$ cat config.mk
export PLATFORM = sky130hd
export DESIGN_NAME = watch_mode_cu_flat
export DESIGN_NICKNAME = d
export VERILOG_FILES = /design/src/rtl/watch_mode_cu_pkg.sv /design/src/rtl/watch_mode_cu_if.sv /design/src/rtl/watch_blink_timer.sv /design/src/rtl/watch_mode_cu.sv /design/src/flat_wrapper.sv
export SDC_FILE = /design/constraint.sdc
export NUM_CORES = 1
export LEC_CHECK = 0
export CAP_MARGIN = 20
export CELL_PAD_IN_SITES_DETAIL_PLACEMENT = 1
export CELL_PAD_IN_SITES_GLOBAL_PLACEMENT = 2
export CORE_ASPECT_RATIO = 0.9
export CORE_MARGIN = 2
export CORE_UTILIZATION = 37
export CTS_CLUSTER_DIAMETER = 50
export DETAILED_ROUTE_END_ITERATION = 7
export GPL_TIMING_DRIVEN = 0
export PLACE_DENSITY = 0.91
export SETUP_SLACK_MARGIN = 0.1
export SYNTH_ARGS = -nofsm -noshare
export SYNTH_HDL_FRONTEND = slang
export SYNTH_SLANG_ARGS = --single-unit
$ cat constraint.sdc
create_clock -name clk -period 5.15 [get_ports clk]
set_input_delay 1.03 -clock clk [delete_from_list [all_inputs] [get_ports clk]]
set_output_delay 1.03 -clock clk [all_outputs]
set_load 0.01 [all_outputs]
$ cat src/rtl/watch_mode_cu_pkg.sv
// -----------------------------------------------------------------------------
// watch_defs : shared definitions for the stopwatch/clock mode controller and
// the future alarm-set logic.
//   state_t     : 3-bit controller state encoding
//   FIELD_*     : bit index of each time field inside the one-hot o_inc/o_blank
//   btn_t       : decoded winning button; pick_btn() applies the priority
//                 set > mode > clear > run
//   out_t       : bundle of all registered controller outputs
// -----------------------------------------------------------------------------
package watch_defs;

  typedef enum logic [2:0] {
    ST_STOPWATCH = 3'd0,
    ST_CLOCK     = 3'd1,
    ST_SET_HOUR  = 3'd2,
    ST_SET_MIN   = 3'd3,
    ST_SET_SEC   = 3'd4
  } state_t;

  localparam int FIELD_HOUR = 2;
  localparam int FIELD_MIN  = 1;
  localparam int FIELD_SEC  = 0;

  // Listed in priority order, highest first after BTN_NONE.
  typedef enum logic [2:0] {
    BTN_NONE  = 3'd0,
    BTN_SET   = 3'd1,
    BTN_MODE  = 3'd2,
    BTN_CLEAR = 3'd3,
    BTN_RUN   = 3'd4
  } btn_t;

  typedef struct packed {
    logic       disp_sel;
    logic       set_active;
    logic       sw_run;
    logic       sw_clear;
    logic [2:0] inc;
    logic [2:0] blank;
  } out_t;

  localparam out_t OUT_RESET = '{disp_sel: 1'b1, set_active: 1'b0, sw_run: 1'b0,
                                 sw_clear: 1'b0, inc: 3'b000, blank: 3'b000};

  // Only the highest-priority asserted pulse survives; the rest are dropped.
  function automatic btn_t pick_btn(input logic set, input logic mode,
                                    input logic clear, input logic run);
    if (set)        return BTN_SET;
    else if (mode)  return BTN_MODE;
    else if (clear) return BTN_CLEAR;
    else if (run)   return BTN_RUN;
    else            return BTN_NONE;
  endfunction

  function automatic logic is_set_state(input state_t s);
    return (s == ST_SET_HOUR) || (s == ST_SET_MIN) || (s == ST_SET_SEC);
  endfunction

  function automatic logic [2:0] field_onehot(input state_t s);
    logic [2:0] oh;
    oh = 3'b000;
    case (s)
      ST_SET_HOUR: oh[FIELD_HOUR] = 1'b1;
      ST_SET_MIN:  oh[FIELD_MIN]  = 1'b1;
      ST_SET_SEC:  oh[FIELD_SEC]  = 1'b1;
      default:     oh = 3'b000;
    endcase
    return oh;
  endfunction

  // HOUR -> MIN -> SEC -> HOUR
  function automatic state_t next_field(input state_t s);
    case (s)
      ST_SET_HOUR: return ST_SET_MIN;
      ST_SET_MIN:  return ST_SET_SEC;
      default:     return ST_SET_HOUR;
    endcase
  endfunction

endpackage

$ cat src/rtl/watch_mode_cu_if.sv
// -----------------------------------------------------------------------------
// watch_mode_cu_if : button/output bundle of the mode controller.
//   i_btn_mode/set/run/clear : debounced one-cycle button pulses
//   o_sw_btn_run/clear       : pulses forwarded to the stopwatch control unit
//   o_disp_sel               : 0 = stopwatch owns the display, 1 = clock
//   o_set_active             : high in any set state
//   o_inc[2:0]               : one-hot increment pulse {hour, min, sec}
//   o_blank[2:0]             : one-hot field blanked this cycle
// master drives the buttons (board/bench), slave is the controller.
// -----------------------------------------------------------------------------
interface watch_mode_cu_if;
  logic       i_btn_mode;
  logic       i_btn_set;
  logic       i_btn_run;
  logic       i_btn_clear;
  logic       o_sw_btn_run;
  logic       o_sw_btn_clear;
  logic       o_disp_sel;
  logic       o_set_active;
  logic [2:0] o_inc;
  logic [2:0] o_blank;

  modport master (
    output i_btn_mode, i_btn_set, i_btn_run, i_btn_clear,
    input  o_sw_btn_run, o_sw_btn_clear, o_disp_sel, o_set_active, o_inc, o_blank
  );

  modport slave (
    input  i_btn_mode, i_btn_set, i_btn_run, i_btn_clear,
    output o_sw_btn_run, o_sw_btn_clear, o_disp_sel, o_set_active, o_inc, o_blank
  );
endinterface

$ cat src/rtl/watch_blink_timer.sv
// -----------------------------------------------------------------------------
// watch_blink_timer : blink phase generator plus idle-timeout detector for the
// time-set procedures (clock set today, alarm set later).
//   clk, rst      : clock, synchronous active-high reset
//   i_enable      : set procedure will be active next cycle; low clears all
//   i_restart     : restart both counters (entry, field change, increment)
//   o_phase_next  : blink phase the register takes at this edge
//                   (0 = field visible, 1 = blanked)
//   o_timeout     : idle count has reached TIMEOUT_CYC-1
// Optional feature macro: WATCH_SET_TIMEOUT_EN (timeout counter present only
// when defined; otherwise o_timeout is tied low).
// -----------------------------------------------------------------------------
module watch_blink_timer #(
  parameter int unsigned BLINK_HALF  = 50_000_000,
  parameter int unsigned TIMEOUT_CYC = 1_000_000_000
) (
  input  logic clk,
  input  logic rst,
  input  logic i_enable,
  input  logic i_restart,
  output logic o_phase_next,
  output logic o_timeout
);

  localparam int unsigned BLINK_W = $clog2(BLINK_HALF);
  localparam logic [BLINK_W-1:0] BLINK_LAST = BLINK_W'(BLINK_HALF - 1);

  logic [BLINK_W-1:0] blink_cnt_q, blink_cnt_d;
  logic               phase_q, phase_d;

  // NOTE: every combinational output gets a default first so no path
  // leaves it unassigned and infers a latch.
  always_comb begin
    blink_cnt_d = blink_cnt_q;
    phase_d     = phase_q;
    if (!i_enable || i_restart) begin
      // Restart lands in the visible half so the edited field shows at once.
      blink_cnt_d = '0;
      phase_d     = 1'b0;
    end else if (blink_cnt_q == BLINK_LAST) begin
      blink_cnt_d = '0;
      phase_d     = ~phase_q;
    end else begin
      blink_cnt_d = blink_cnt_q + BLINK_W'(1);
    end
  end

  // NOTE: sequential state uses non-blocking assignments so every flop
  // samples the pre-edge values regardless of statement order.
  always_ff @(posedge clk) begin
    if (rst) begin
      blink_cnt_q <= '0;
      phase_q     <= 1'b0;
    end else begin
      blink_cnt_q <= blink_cnt_d;
      phase_q     <= phase_d;
    end
  end

  assign o_phase_next = phase_d;

`ifdef WATCH_SET_TIMEOUT_EN
  localparam int unsigned TO_W = $clog2(TIMEOUT_CYC);
  localparam logic [TO_W-1:0] TO_LAST = TO_W'(TIMEOUT_CYC - 1);

  logic [TO_W-1:0] to_cnt_q;

  // Saturates at TO_LAST so a stalled exit can never wrap back to zero.
  always_ff @(posedge clk) begin
    if (rst || !i_enable || i_restart) begin
      to_cnt_q <= '0;
    end else if (to_cnt_q != TO_LAST) begin
      to_cnt_q <= to_cnt_q + TO_W'(1);
    end
  end

  // Decoded from the register only, so it cannot loop back through i_enable.
  assign o_timeout = (to_cnt_q == TO_LAST);
`else
  localparam bit unused_timeout_cyc = (TIMEOUT_CYC != 0);
  assign o_timeout = 1'b0;
`endif

endmodule

$ cat src/rtl/watch_mode_cu.sv
// -----------------------------------------------------------------------------
// watch_mode_cu : top-level mode controller of the stopwatch/clock board.
// Chooses which datapath owns the display and receives run/clear, and
// sequences the clock time-set procedure (field select, increment, blink,
// optional idle auto-exit).
//   clk, rst : clock, synchronous active-high reset
//   bus      : watch_mode_cu_if.slave (buttons in, control outputs out)
// Parameters: BLINK_HALF (cycles per blink half-period, >= 2),
//             TIMEOUT_CYC (idle cycles before set auto-exit, >= 2).
// Optional feature macro: WATCH_SET_TIMEOUT_EN enables the idle auto-exit.
// All outputs are registered: each reacts one cycle after the button edge.
// -----------------------------------------------------------------------------
module watch_mode_cu
  import watch_defs::*;
#(
  parameter int unsigned BLINK_HALF  = 50_000_000,
  parameter int unsigned TIMEOUT_CYC = 1_000_000_000
) (
  input  logic            clk,
  input  logic            rst,
  watch_mode_cu_if.slave  bus
);

  state_t state_q, state_d;
  btn_t   btn;
  out_t   outs_q, outs_d;
  logic   restart;
  logic   tmr_enable;
  logic   phase_next;
  logic   timeout;

  assign btn = pick_btn(bus.i_btn_set, bus.i_btn_mode, bus.i_btn_clear, bus.i_btn_run);

  // State and output registers.
  always_ff @(posedge clk) begin
    if (rst) begin
      state_q <= ST_CLOCK;
      outs_q  <= OUT_RESET;
    end else begin
      state_q <= state_d;
      outs_q  <= outs_d;
    end
  end

  // Next-state logic. restart marks every accepted set-procedure event.
  always_comb begin
    state_d = state_q;
    restart = 1'b0;
    case (state_q)
      ST_STOPWATCH: begin
        if (btn == BTN_MODE) state_d = ST_CLOCK;
      end
      ST_CLOCK: begin
        if (btn == BTN_MODE) begin
          state_d = ST_STOPWATCH;
        end else if (btn == BTN_SET) begin
          state_d = ST_SET_HOUR;
          restart = 1'b1;
        end
      end
      ST_SET_HOUR, ST_SET_MIN, ST_SET_SEC: begin
        case (btn)
          BTN_SET:   state_d = ST_CLOCK;
          BTN_CLEAR: begin
            state_d = next_field(state_q);
            restart = 1'b1;
          end
          BTN_RUN:   restart = 1'b1;
          // An ignored mode press does not hold off the auto-exit.
          default:   if (timeout) state_d = ST_CLOCK;
        endcase
      end
      default: state_d = ST_CLOCK;
    endcase
  end

  // Output logic: values the output registers take at this edge.
  always_comb begin
    outs_d            = '0;
    outs_d.disp_sel   = (state_d != ST_STOPWATCH);
    outs_d.set_active = is_set_state(state_d);
    if (state_q == ST_STOPWATCH) begin
      outs_d.sw_run   = (btn == BTN_RUN);
      outs_d.sw_clear = (btn == BTN_CLEAR);
    end
    if (is_set_state(state_q) && (btn == BTN_RUN)) begin
      outs_d.inc = field_onehot(state_q);
    end
    if (is_set_state(state_d) && phase_next) begin
      outs_d.blank = field_onehot(state_d);
    end
  end

  assign tmr_enable = is_set_state(state_d);

  watch_blink_timer #(
    .BLINK_HALF  (BLINK_HALF),
    .TIMEOUT_CYC (TIMEOUT_CYC)
  ) u_blink_timer (
    .clk          (clk),
    .rst          (rst),
    .i_enable     (tmr_enable),
    .i_restart    (restart),
    .o_phase_next (phase_next),
    .o_timeout    (timeout)
  );

  assign bus.o_disp_sel     = outs_q.disp_sel;
  assign bus.o_set_active   = outs_q.set_active;
  assign bus.o_sw_btn_run   = outs_q.sw_run;
  assign bus.o_sw_btn_clear = outs_q.sw_clear;
  assign bus.o_inc          = outs_q.inc;
  assign bus.o_blank        = outs_q.blank;

endmodule
$ cat src/flat_wrapper.sv
// flat-port wrapper written by rule: the top's interface ports become plain ports
module watch_mode_cu_flat import watch_defs::*;
#(
  parameter int unsigned BLINK_HALF  = 50_000_000,
  parameter int unsigned TIMEOUT_CYC = 1_000_000_000
)
  (clk, rst, bus_i_btn_mode, bus_i_btn_set, bus_i_btn_run, bus_i_btn_clear, bus_o_sw_btn_run, bus_o_sw_btn_clear, bus_o_disp_sel, bus_o_set_active, bus_o_inc, bus_o_blank);
  watch_mode_cu_if bus_i ();
  input  logic clk;
  input  logic rst;
  input wire logic [$bits(bus_i.i_btn_mode)-1:0] bus_i_btn_mode;
  input wire logic [$bits(bus_i.i_btn_set)-1:0] bus_i_btn_set;
  input wire logic [$bits(bus_i.i_btn_run)-1:0] bus_i_btn_run;
  input wire logic [$bits(bus_i.i_btn_clear)-1:0] bus_i_btn_clear;
  output wire logic [$bits(bus_i.o_sw_btn_run)-1:0] bus_o_sw_btn_run;
  output wire logic [$bits(bus_i.o_sw_btn_clear)-1:0] bus_o_sw_btn_clear;
  output wire logic [$bits(bus_i.o_disp_sel)-1:0] bus_o_disp_sel;
  output wire logic [$bits(bus_i.o_set_active)-1:0] bus_o_set_active;
  output wire logic [$bits(bus_i.o_inc)-1:0] bus_o_inc;
  output wire logic [$bits(bus_i.o_blank)-1:0] bus_o_blank;
  assign bus_i.i_btn_mode = bus_i_btn_mode;
  assign bus_i.i_btn_set = bus_i_btn_set;
  assign bus_i.i_btn_run = bus_i_btn_run;
  assign bus_i.i_btn_clear = bus_i_btn_clear;
  assign bus_o_sw_btn_run = bus_i.o_sw_btn_run;
  assign bus_o_sw_btn_clear = bus_i.o_sw_btn_clear;
  assign bus_o_disp_sel = bus_i.o_disp_sel;
  assign bus_o_set_active = bus_i.o_set_active;
  assign bus_o_inc = bus_i.o_inc;
  assign bus_o_blank = bus_i.o_blank;
  watch_mode_cu #(.BLINK_HALF(BLINK_HALF), .TIMEOUT_CYC(TIMEOUT_CYC)) u_core (.clk(clk), .rst(rst), .bus(bus_i));
endmodule
Word level (Yosys, flattened, before mapping):

Index checks and enable logic that the tools add are counted.

* equality and inequality tests: 12
* mux-type cells: 22
* add/subtract/negate cells: 1
* bitwise logic cells: 4
* reductions and logical operators: 16

Operators with widths (number)
* 26-bit by 1-bit adder with 26-bit output, second input constant: 1
* 26-bit == test, second input constant: 1
* 3-bit 2-to-1 mux: 7
* 3-bit by 2-bit == test with 1-bit output, second input constant: 6
* 3-bit case mux with 2 select lines: 2
* 1-bit 2-to-1 mux: 11
* 3-bit == test, second input constant: 3
* 3-bit case mux with 3 select lines: 1
* 2-bit OR reduction: 4
* 3-bit by 1-bit == test with 1-bit output, second input constant: 2
* 3-bit OR reduction: 2
* 1-bit logical OR: 5
* 1-bit inverter: 4
* 3-bit logical NOT: 1
* 3-bit nonzero test: 1
* 1-bit logical AND: 2
* 1-bit case mux with 2 select lines: 1
* 1-bit logical NOT: 1

* bits in registers: 40
* output and inout port bits: 10
* word-level logic and storage cells: 64

Longest topological paths before layout:

Gate-level depths: netlist (run 1).

* depth in word-level cells: 17
* gate-level depth with buffers: 7
* depth with buffers taken out: 5

Hierarchy:

Synthesis (run 1) repeated with hierarchy kept, for this count alone.

* cell total of the unflattened synthesis: 233
* area total of the unflattened synthesis: 2057.0 µm²

Modules (own cells, without submodules)
* watch_blink_timer: area each 1368.8 µm², cells each 157, instances 1
* watch_mode_cu: area each 688.2 µm², cells each 76, instances 1

Worst setup path after synthesis (run 1):

Ideal clock, no wire load.

* path type: input to register
* start: input bus_i_btn_set
* end: register u_core.u_blink_timer.blink_cnt_q[20]
* data arrival time: 2.095 ns
* stages on the path: 6
* setup slack: 2.985 ns
* required time: 5.080 ns
* path through: clkbuf_1 -> nor2_1 -> o221ai_1 -> o21bai_1 -> buf_2 -> a21oi_1

* cells in the longest elaborated chain, start to end: 11

Ends and longest elaborated chain
* from (decl): line flat_wrapper.sv:12 `input wire logic [$bits(bus_i.i_btn_set)-1:0] bus_i_btn_set;`
* 3-bit 2-to-1 mux (*): line watch_mode_cu_pkg.sv:48 `if (set) return BTN_SET;`
* 3-bit by 1-bit == test with 1-bit output: line watch_mode_cu.sv:56, watch_mode_cu.sv:62
* 3-bit 2-to-1 mux: line watch_mode_cu.sv:56 `end else if (btn == BTN_SET) begin`
* 3-bit 2-to-1 mux: line watch_mode_cu.sv:54 `if (btn == BTN_MODE) begin`
* 3-bit case mux with 3 select lines: line watch_mode_cu.sv:49 `case (state_q)`
* 3-bit by 2-bit == test with 1-bit output: line watch_mode_cu_pkg.sv:56 `return (s == ST_SET_HOUR) || (s == ST_SET_MIN) || (s == ST_SET_SEC);`
* 1-bit logical OR (2 in series): line watch_mode_cu_pkg.sv:56
* 1-bit logical NOT: line watch_blink_timer.sv:36 `if (!i_enable || i_restart) begin`
* 1-bit logical OR (*): line watch_blink_timer.sv:36
* 3-bit OR reduction (no line) (*)
* to (signal assigned): line watch_blink_timer.sv:55 `blink_cnt_q <= blink_cnt_d;`
* to (decl): line watch_blink_timer.sv:28 `logic [BLINK_W-1:0] blink_cnt_q, blink_cnt_d;`

Every way passes the cells marked *; elsewhere a longest branch is shown, timed or not.
A chain may end at the register's enable or synchronous reset.

Worst setup path after layout (run 1):

* start: input bus_i_btn_set
* end: register u_core.u_blink_timer.blink_cnt_q[5]

Same word-level chain as after synthesis.

==> results.txt, run 1 <==
----------------------------------------------------
[Routing]
  Initial DRT Pass Iterations ... 4
  Iter 0 DRT Violations ... 44
  Per-cell via count in the routed design ... 5.401
  Post-route antenna net violation count ... 0
  Wirelength per Cell ... 14.31 µm
  Routed wire length ... 4.251 mm
  DRC violation count after routing ... 0
  Vias ... 1604

[Clock tree]
  Post-CTS Hold Buffers ... 0
  Depth of the CTS H-tree ... 2
  CTS root buffer ... sky130_fd_sc_hd__clkbuf_8
  Clock-pin slew reported for the worst setup and hold paths after clock tree synthesis ... 0.07 ns
  Number of sinks handled by clock tree synthesis ... 40
  Clock tree from TritonCTS ... yes
  Buffer count from post-CTS setup fixing ... 0
  Number of resized instances in the post-cts repair step ... 0
  Maximum buffer depth of the clock tree ... 2
  Total clock buffers created by CTS ... 5
  Clock latency on the worst-skew pair ... 0.29 ns

[Floorplanning]
  # IOs ... 16
  Die Y-Extent ... 70.62 µm
  Std-Cell Rows ... 24
  Overall die area ... 0.005509 mm²
  Initial core utilization ... 37.97%
  Floorplan core area ... 0.004805 mm²
  Horiz. Die Dim ... 78.02 µm

[Run]
  Total of max-cap violations ... 0

[GRT]
  Global-route wire length before repair ... 7.610 mm
  Grt total ovfl ... 0
  All-Layer GR Usage ... 17.53%
  Initial antenna violation count ... 0
  Vias in the first global route ... 1634
  Pin count of the biggest net entering global routing ... 12

[Yosys]
  Post-synth top area share ... 43.90%
  Yosys warns ... 0
  Post-synthesis instance area ... 0.001824 mm²
  Number of distinct library cells after synthesis ... 41
  Part of the Yosys area used for sequential elements ... 43.90%
  Syn Nets ... 216
  Post-synthesis average cell area ... 8.728 µm²
  Synth async-reset ratio ... 0%
  Number of synthesized flops with an enable pin ... 0
  Count leader, synth ... sky130_fd_sc_hd__dfxtp_1
  Most common flop cell mapped by yosys ... sky130_fd_sc_hd__dfxtp_1
  Synthesized netlist cell count ... 209
  Flip-flop and latch count after synthesis ... 40
  List of most frequent post-synthesis cells ... 40 x sky130_fd_sc_hd__dfxtp_1, 23 x sky130_fd_sc_hd__nor2_1, 15 x sky130_fd_sc_hd__a21oi_1
  Synth area leaders ... sky130_fd_sc_hd__dfxtp_1 44%, sky130_fd_sc_hd__nor2_1 4.7%, sky130_fd_sc_hd__a21oi_1 4.1%
  Cell type contributing the most total cell area after synthesis ... sky130_fd_sc_hd__dfxtp_1

[Placed design]
  HPWL reported at the end of detailed placement ... 3.023 mm
  IO Port Bufs ... 15
  Routability Congestion ... 0.7988
  Number of placed instances with taps included ... 289
  Post-placement setup slack ... 2.038 ns
  Area of placed instances ... 0.002056 mm²

[STA]
  Setup repair after global routing missed its margin ... no
  Worst Max-Slew Pin Slew ... 0.6213 ns
  Worst setup skew after layout ... 0.005882 ns
  Max frequency ... 359.3 MHz
  Setup WS post-layout ... 2.367 ns
  Portion of the clock cycle consumed by the worst path in the final layout ... 54.05%
  Shortest period the worst path allows ... 2.783 ns
  Worst slew margin ... 58.49%
  Final setup viols ... 0
  Max-slew violation total from the final report ... 0
  Total Negative Setup Slacks ... 0 ns
  Number of failing hold endpoints at the final stage ... 0

[Worst setup path]
  Data arrival time of the critical path ... 2.96 ns
  Required time of the critical path ... 5.33 ns
  Kind of start point of the critical path ... input port
  Maximum fanout along the worst path ... 10
  Endpoint class of the critical path ... register
  Minimum setup slack among reg-to-reg paths ... 3.05 ns
  Worst R2R End ... u_core.u_blink_timer.blink_cnt_q[5]$_SDFF_PP0_
  Register-to-Register Path Depth ... 7
  Worst Path Class, Setup ... in -> reg
  Source of the worst register-to-register timing path ... u_core.u_blink_timer.blink_cnt_q[0]$_SDFF_PP0_

[Final layout]
  Final net count ... 238
  Final Non-Filler Cells ... 297
  Share of layout cells above drive strength 1 ... 8.190%
  Diode insertion count for antenna repair ... 0
  Layout Area Growth over Synthesis ... 17.63%
  Final Cell Area ... 0.002146 mm²

[Power]
  Maximum ir drop on the vdd rail ... 145.3 µV
  Leakage dissipation ... 0.6829 nW
  Power density normalized to cell area ... 262.8 mW/mm²
  PnR Total Power ... 0.5638 mW

[Worst hold path]
  Worst Hold Path Cells ... 1
  Hold Path End ... u_core.u_blink_timer.blink_cnt_q[0]$_SDFF_PP0_
  HP Class ... reg -> reg
  Min-delay src ... u_core.u_blink_timer.blink_cnt_q[0]$_SDFF_PP0_

[Status]
  Outcome ... finished clean

----------------------------------------------------
==> how the worst max path moves through the flow <==
stage	startpoint	end	slack, ns	depth (start not counted)
CTS	bus_i_btn_set	u_core.u_blink_timer.blink_cnt_q[20]$_SDFF_PP0_	2.34	7
global route	bus_i_btn_set	u_core.u_blink_timer.blink_cnt_q[23]$_SDFF_PP0_	2.17	7
finish	bus_i_btn_set	u_core.u_blink_timer.blink_cnt_q[5]$_SDFF_PP0_	2.37	7
detailed placement	bus_i_btn_set	u_core.u_blink_timer.blink_cnt_q[20]$_SDFF_PP0_	2.04	7
global placement	bus_i_btn_set	u_core.u_blink_timer.blink_cnt_q[7]$_SDFF_PP0_	2.08	7
floorplan	bus_i_btn_set	u_core.u_blink_timer.blink_cnt_q[20]$_SDFF_PP0_	2.98	6
==> worst max-delay path, stage by stage <==
cell and delay, ns:
sky130_fd_sc_hd__clkdlybuf4s50_1 0.49, sky130_fd_sc_hd__clkbuf_1 0.31, sky130_fd_sc_hd__nor2_1 0.15, sky130_fd_sc_hd__o221ai_1 0.19, sky130_fd_sc_hd__o21bai_1 0.38, sky130_fd_sc_hd__buf_2 0.34
sky130_fd_sc_hd__nor2_1 0.07
==> sequential cells by signal, summed over array words and instances, names as in the netlist <==
name	count
u_core.bus.o_sw_btn_clear	1
u_core.bus.o_blank	3
u_core.state_q	3
u_core.u_blink_timer.phase_q	1
u_core.bus.o_sw_btn_run	1
u_core.bus.o_disp_sel	1
u_core.u_blink_timer.blink_cnt_q	26
u_core.bus.o_set_active	1
u_core.bus.o_inc	3
==> cells in the final DEF (no fill, tap or decap), types with 5 or more instances in the layout <==
master and n:
sky130_fd_sc_hd__a21oi_1 15, sky130_fd_sc_hd__and3_1 5, sky130_fd_sc_hd__buf_2 7, sky130_fd_sc_hd__clkbuf_8 6
sky130_fd_sc_hd__clkdlybuf4s50_1 15, sky130_fd_sc_hd__dfxtp_1 40, sky130_fd_sc_hd__inv_1 5, sky130_fd_sc_hd__nand2_1 10
sky130_fd_sc_hd__nand3_1 12, sky130_fd_sc_hd__nand4_1 7, sky130_fd_sc_hd__nor2_1 23, sky130_fd_sc_hd__o21ai_0 9
sky130_fd_sc_hd__o31ai_1 6, sky130_fd_sc_hd__or3_1 8, sky130_fd_sc_hd__or4_1 6, sky130_fd_sc_hd__xor2_1 7
==> per-layer routing <==
layer	up-vias	track usage [%]	routed length, µm
met2	17	27.59	1975
met5	-	0	0
li1	809	-	-
met3	7	5.485	144
met1	771	23.16	2070
met4	0	5.653	60
==> layout make-up <==
class | instances | area, µm²
plain buffers | 11 | 57.56
repair buffers | 15 | 150.1
well taps | 65 | 81.33
multi-input cells | 153 | 947.2
inverters | 5 | 18.77
fillers | 576 | 2659
clock buffers | 8 | 90.09
flip-flops and latches | 40 | 800.8
==> power breakdown <==
part | internal [mW] | switching (mW) | total (mW)
Combinational | 0.0163 | 0.0192 | 0.0356
Sequential | 0.313 | 0.00249 | 0.315
Clock | 0.109 | 0.104 | 0.213
==> kinds of logic (layout without fill, tap and decap cells) <==
| group | after synthesis | count (layout) | synth area share, % |
|---|---|---|---|
| and+or+nand+nor | 99 | 99 | 31.69 |
| AOI/OAI and AO/OA | 42 | 42 | 14.27 |
| DFF | 40 | 40 | 43.90 |
| buffers and inverters | 16 | 39 | 4.184 |
| xor gates and xnor gates | 11 | 11 | 5.281 |
| adders and majority gates | 1 | 1 | 0.6858 |
==> stage by stage <==
stage	util [%]	hold slack, ns
after floorplan	-	0.4264
after global placement	42.79	0.4409
after detailed placement	42.79	0.4690
after CTS	44.66	0.4859
after global routing	44.66	0.5413
final	44.66	0.4858
(Power assumes the default switching activity.)
==> run 2: changes to the inputs <==
- CORE_UTILIZATION: 37 -> 34
- PLACE_DENSITY: 0.91 -> 0.86
- clock period: 5.15 -> 2.89 ns (I/O delays scaled with it)
==> run 2 against run 1 <==
Compared with the run above:
- clock skew is essentially flat
- critical path depth unchanged
- clock-buffer cell count did not move
- final area rose by 0.12%
- first-iteration DRC count grew 43%
- largest cell class unchanged
- largest power group unchanged
==> results.txt, run 2 (synthesized netlist as in run 1, its figures left out) <==
----------------------------------------------------
[Final layout]
  Commonest non-fill, non-tap cell in the layout ... sky130_fd_sc_hd__dfxtp_1
  Flip-flop count of the largest register after layout ... 26 (unchanged)
  Diode insertion count for antenna repair ... 0 (unchanged)
  Top library cells by usage in the layout, fill and taps aside ... 40 x sky130_fd_sc_hd__dfxtp_1, 23 x sky130_fd_sc_hd__nor2_1, 15 x sky130_fd_sc_hd__a21oi_1, 15 x sky130_fd_sc_hd__clkdlybuf4s50_1, 12 x sky130_fd_sc_hd__nand3_1
  Layout Area Growth over Synthesis ... 17.76%
  Final net count ... 238 (unchanged)
  Share of layout cells above drive strength 1 ... 8.190% (unchanged)
  Register bank with the most flops ... u_core.u_blink_timer.blink_cnt_q

[GRT]
  Global-route wire length before repair ... 7.265 mm (-4.5%)
  Initial antenna violation count ... 0 (unchanged)
  Pin count of the biggest net entering global routing ... 12 (unchanged)
  Vias in the first global route ... 1598 (-2.2%)
  All-Layer GR Usage ... 15.81% (-1.7 points)
  Grt total ovfl ... 0 (unchanged)

[Routing]
  Wirelength per Cell ... 13.82 µm (-3.4%)
  Vias ... 1589 (-0.94%)
  Post-route antenna net violation count ... 0 (unchanged)
  Per-cell via count in the routed design ... 5.314 (-1.6%)
  Iter 0 DRT Violations ... 63 (+43%)
  Initial DRT Pass Iterations ... 4 (unchanged)
  DRC violation count after routing ... 0 (unchanged)
  Routed wire length ... 4.132 mm (-2.8%)

[Clock tree]
  Number of resized instances in the post-cts repair step ... 0 (unchanged)
  CTS root buffer ... sky130_fd_sc_hd__clkbuf_8
  Maximum buffer depth of the clock tree ... 2 (unchanged)
  Clock-pin slew reported for the worst setup and hold paths after clock tree synthesis ... 0.07 ns (about the same)
  Post-CTS Hold Buffers ... 0 (unchanged)
  Number of sinks handled by clock tree synthesis ... 40 (unchanged)
  Depth of the CTS H-tree ... 2 (unchanged)
  Clock tree from TritonCTS ... yes
  Clock latency on the worst-skew pair ... 0.29 ns (about the same)
  Total clock buffers created by CTS ... 5 (unchanged)
  Buffer count from post-CTS setup fixing ... 0 (unchanged)

[Power]
  Clock power share ... 38.1% (+0.3 points)
  Internal power of the cells ... 0.7808 mW (+78%)
  Combinational group share of total power ... 6.3% (about the same)
  Psw ... 0.2289 mW (+82%)
  Leakage dissipation ... 0.6829 nW (unchanged)
  Power density normalized to cell area ... 470.0 mW/mm² (+79%)
  Sequential group share of total power ... 55.6% (-0.3 points)
  Fraction of power spent switching nets ... 22.67% (+0.39 points)
  Maximum ir drop on the vdd rail ... 242.9 µV (+67%)

[Run]
  Total of max-cap violations ... 0 (unchanged)

[Worst setup path]
  Critical Path Max Stage Delay ... 0.48 ns (about the same)
  Most frequent cell on the critical path ... sky130_fd_sc_hd__nor2_1
  Chain of cells forming the critical path ... clkdlybuf4s50_1, clkbuf_1, nor2_1, o221ai_1, o21bai_1, buf_2, nor2_1
  Required time of the critical path ... 3.07 ns (-2.26 ns)
  Worst Path Class, Setup ... in -> reg
  CP bufs+invs ... 3 (unchanged)
  Maximum fanout along the worst path ... 10 (unchanged)
  Slowest stage cell on the critical path ... sky130_fd_sc_hd__clkdlybuf4s50_1
  Gate family responsible for the most delay along the worst path ... buffers and inverters
  Kind of start point of the critical path ... input port
  Data arrival time of the critical path ... 2.54 ns (-0.42 ns)
  Endpoint class of the critical path ... register

[Placed design]
  Post-placement setup slack ... 0.2249 ns (-1.813 ns)
  IO Port Bufs ... 15 (unchanged)
  HPWL reported at the end of detailed placement ... 2.920 mm (-3.4%)
  Routability Congestion ... 0.7541 (-5.6%)

[Floorplanning]
  # IOs ... 16 (unchanged)
  Floorplan core area ... 0.005224 mm² (+8.7%)
  Initial core utilization ... 34.92% (-3.0 points)
  Die Y-Extent ... 73.49 µm (+4.1%)
  Overall die area ... 0.005968 mm² (+8.3%)
  Horiz. Die Dim ... 81.21 µm (+4.1%)
  Std-Cell Rows ... 25 (+4.2%)

[STA]
  Max-slew violation total from the final report ... 0 (unchanged)
  Total Negative Setup Slacks ... 0 ns (unchanged)
  Shortest period the worst path allows ... 2.358 ns
  Number of failing hold endpoints at the final stage ... 0 (unchanged)
  Worst Max-Slew Pin Slew ... 0.6065 ns (-0.01479 ns)
  Portion of the clock cycle consumed by the worst path in the final layout ... 81.59%
  Final setup viols ... 0 (unchanged)
  Max frequency ... 424.1 MHz
  Worst slew margin ... 59.48% (+0.99 points)
  Setup WS post-layout ... 0.5321 ns (-1.834 ns)
  Worst setup skew after layout ... 0.005398 ns (-0.0004838 ns)
  Setup repair after global routing missed its margin ... no

[Status]
  Outcome ... finished clean

[Worst hold path]
  HP Class ... reg -> reg

----------------------------------------------------
## run 2: cell counts in the layout (fill, tap and decap cells not counted)
Identical to the previous run, type by type.
## run 2: worst reg2reg max path: stages, from the launching register on
cell and delay [ns]:
sky130_fd_sc_hd__dfxtp_1 0.44, sky130_fd_sc_hd__buf_2 0.25, sky130_fd_sc_hd__nor3b_1 0.08, sky130_fd_sc_hd__o221ai_1 0.39, sky130_fd_sc_hd__o21bai_1 0.37, sky130_fd_sc_hd__buf_2 0.34
sky130_fd_sc_hd__nor2_1 0.08
## run 2: metal layers
metal,GRT usage (%),share of wire (%)
met5,0,0
met4,6.780,1.4
met1,21.04,52
met3,3.686,3.0
met2,24.52,43
## run 2: power groups by stage
stage          combinational (mW)  sequential, mW  clock [mW]
5_1_grt                    0.0708           0.562       0.423
4_1_cts                    0.0643           0.561       0.398
3_5_place_dp               0.0633           0.574           0
6_report                   0.0636           0.561       0.385
3_3_place_gp               0.0629           0.574           0
2_1_floorplan              0.0362           0.575           0
## run 2: worst paths after layout
check | depth (start not counted) | slack [ns] | endpoint | from
hold reg to reg | 1 | 0.46 | u_core.u_blink_timer.blink_cnt_q[0]$_SDFF_PP0_ | u_core.u_blink_timer.blink_cnt_q[0]$_SDFF_PP0_
setup reg to reg | 6 | 0.83 | u_core.u_blink_timer.blink_cnt_q[7]$_SDFF_PP0_ | u_core.state_q[1]$_SDFF_PP0_
hold / removal | 1 | 0.46 | u_core.u_blink_timer.blink_cnt_q[0]$_SDFF_PP0_ | u_core.u_blink_timer.blink_cnt_q[0]$_SDFF_PP0_
setup / recovery | 7 | 0.53 | u_core.u_blink_timer.blink_cnt_q[7]$_SDFF_PP0_ | bus_i_btn_set
## run 2: layout make-up
class                      count  area (µm²)
inverter                       5       18.77
buffer                        11       57.56
fill                         623        3075
timing repair buffer          15       150.1
multi-input combinational    153       947.2
clock buffer                   8       90.09
sequential                    40       800.8
tap                           67       83.83
## run 2: stage by stage
stage,hold WS [ns],power (mW),instance area (µm²),instances,util (%)
6_report,0.4631,1.010,2148,299,41.13
5_1_grt,0.5016,1.056,2148,299,41.13
4_1_cts,0.4713,1.024,2148,299,41.13
3_5_place_dp,0.4549,0.6375,2058,291,39.40
3_3_place_gp,0.4425,0.6369,2058,291,39.40
2_1_floorplan,0.4264,0.6109,1824,209,-
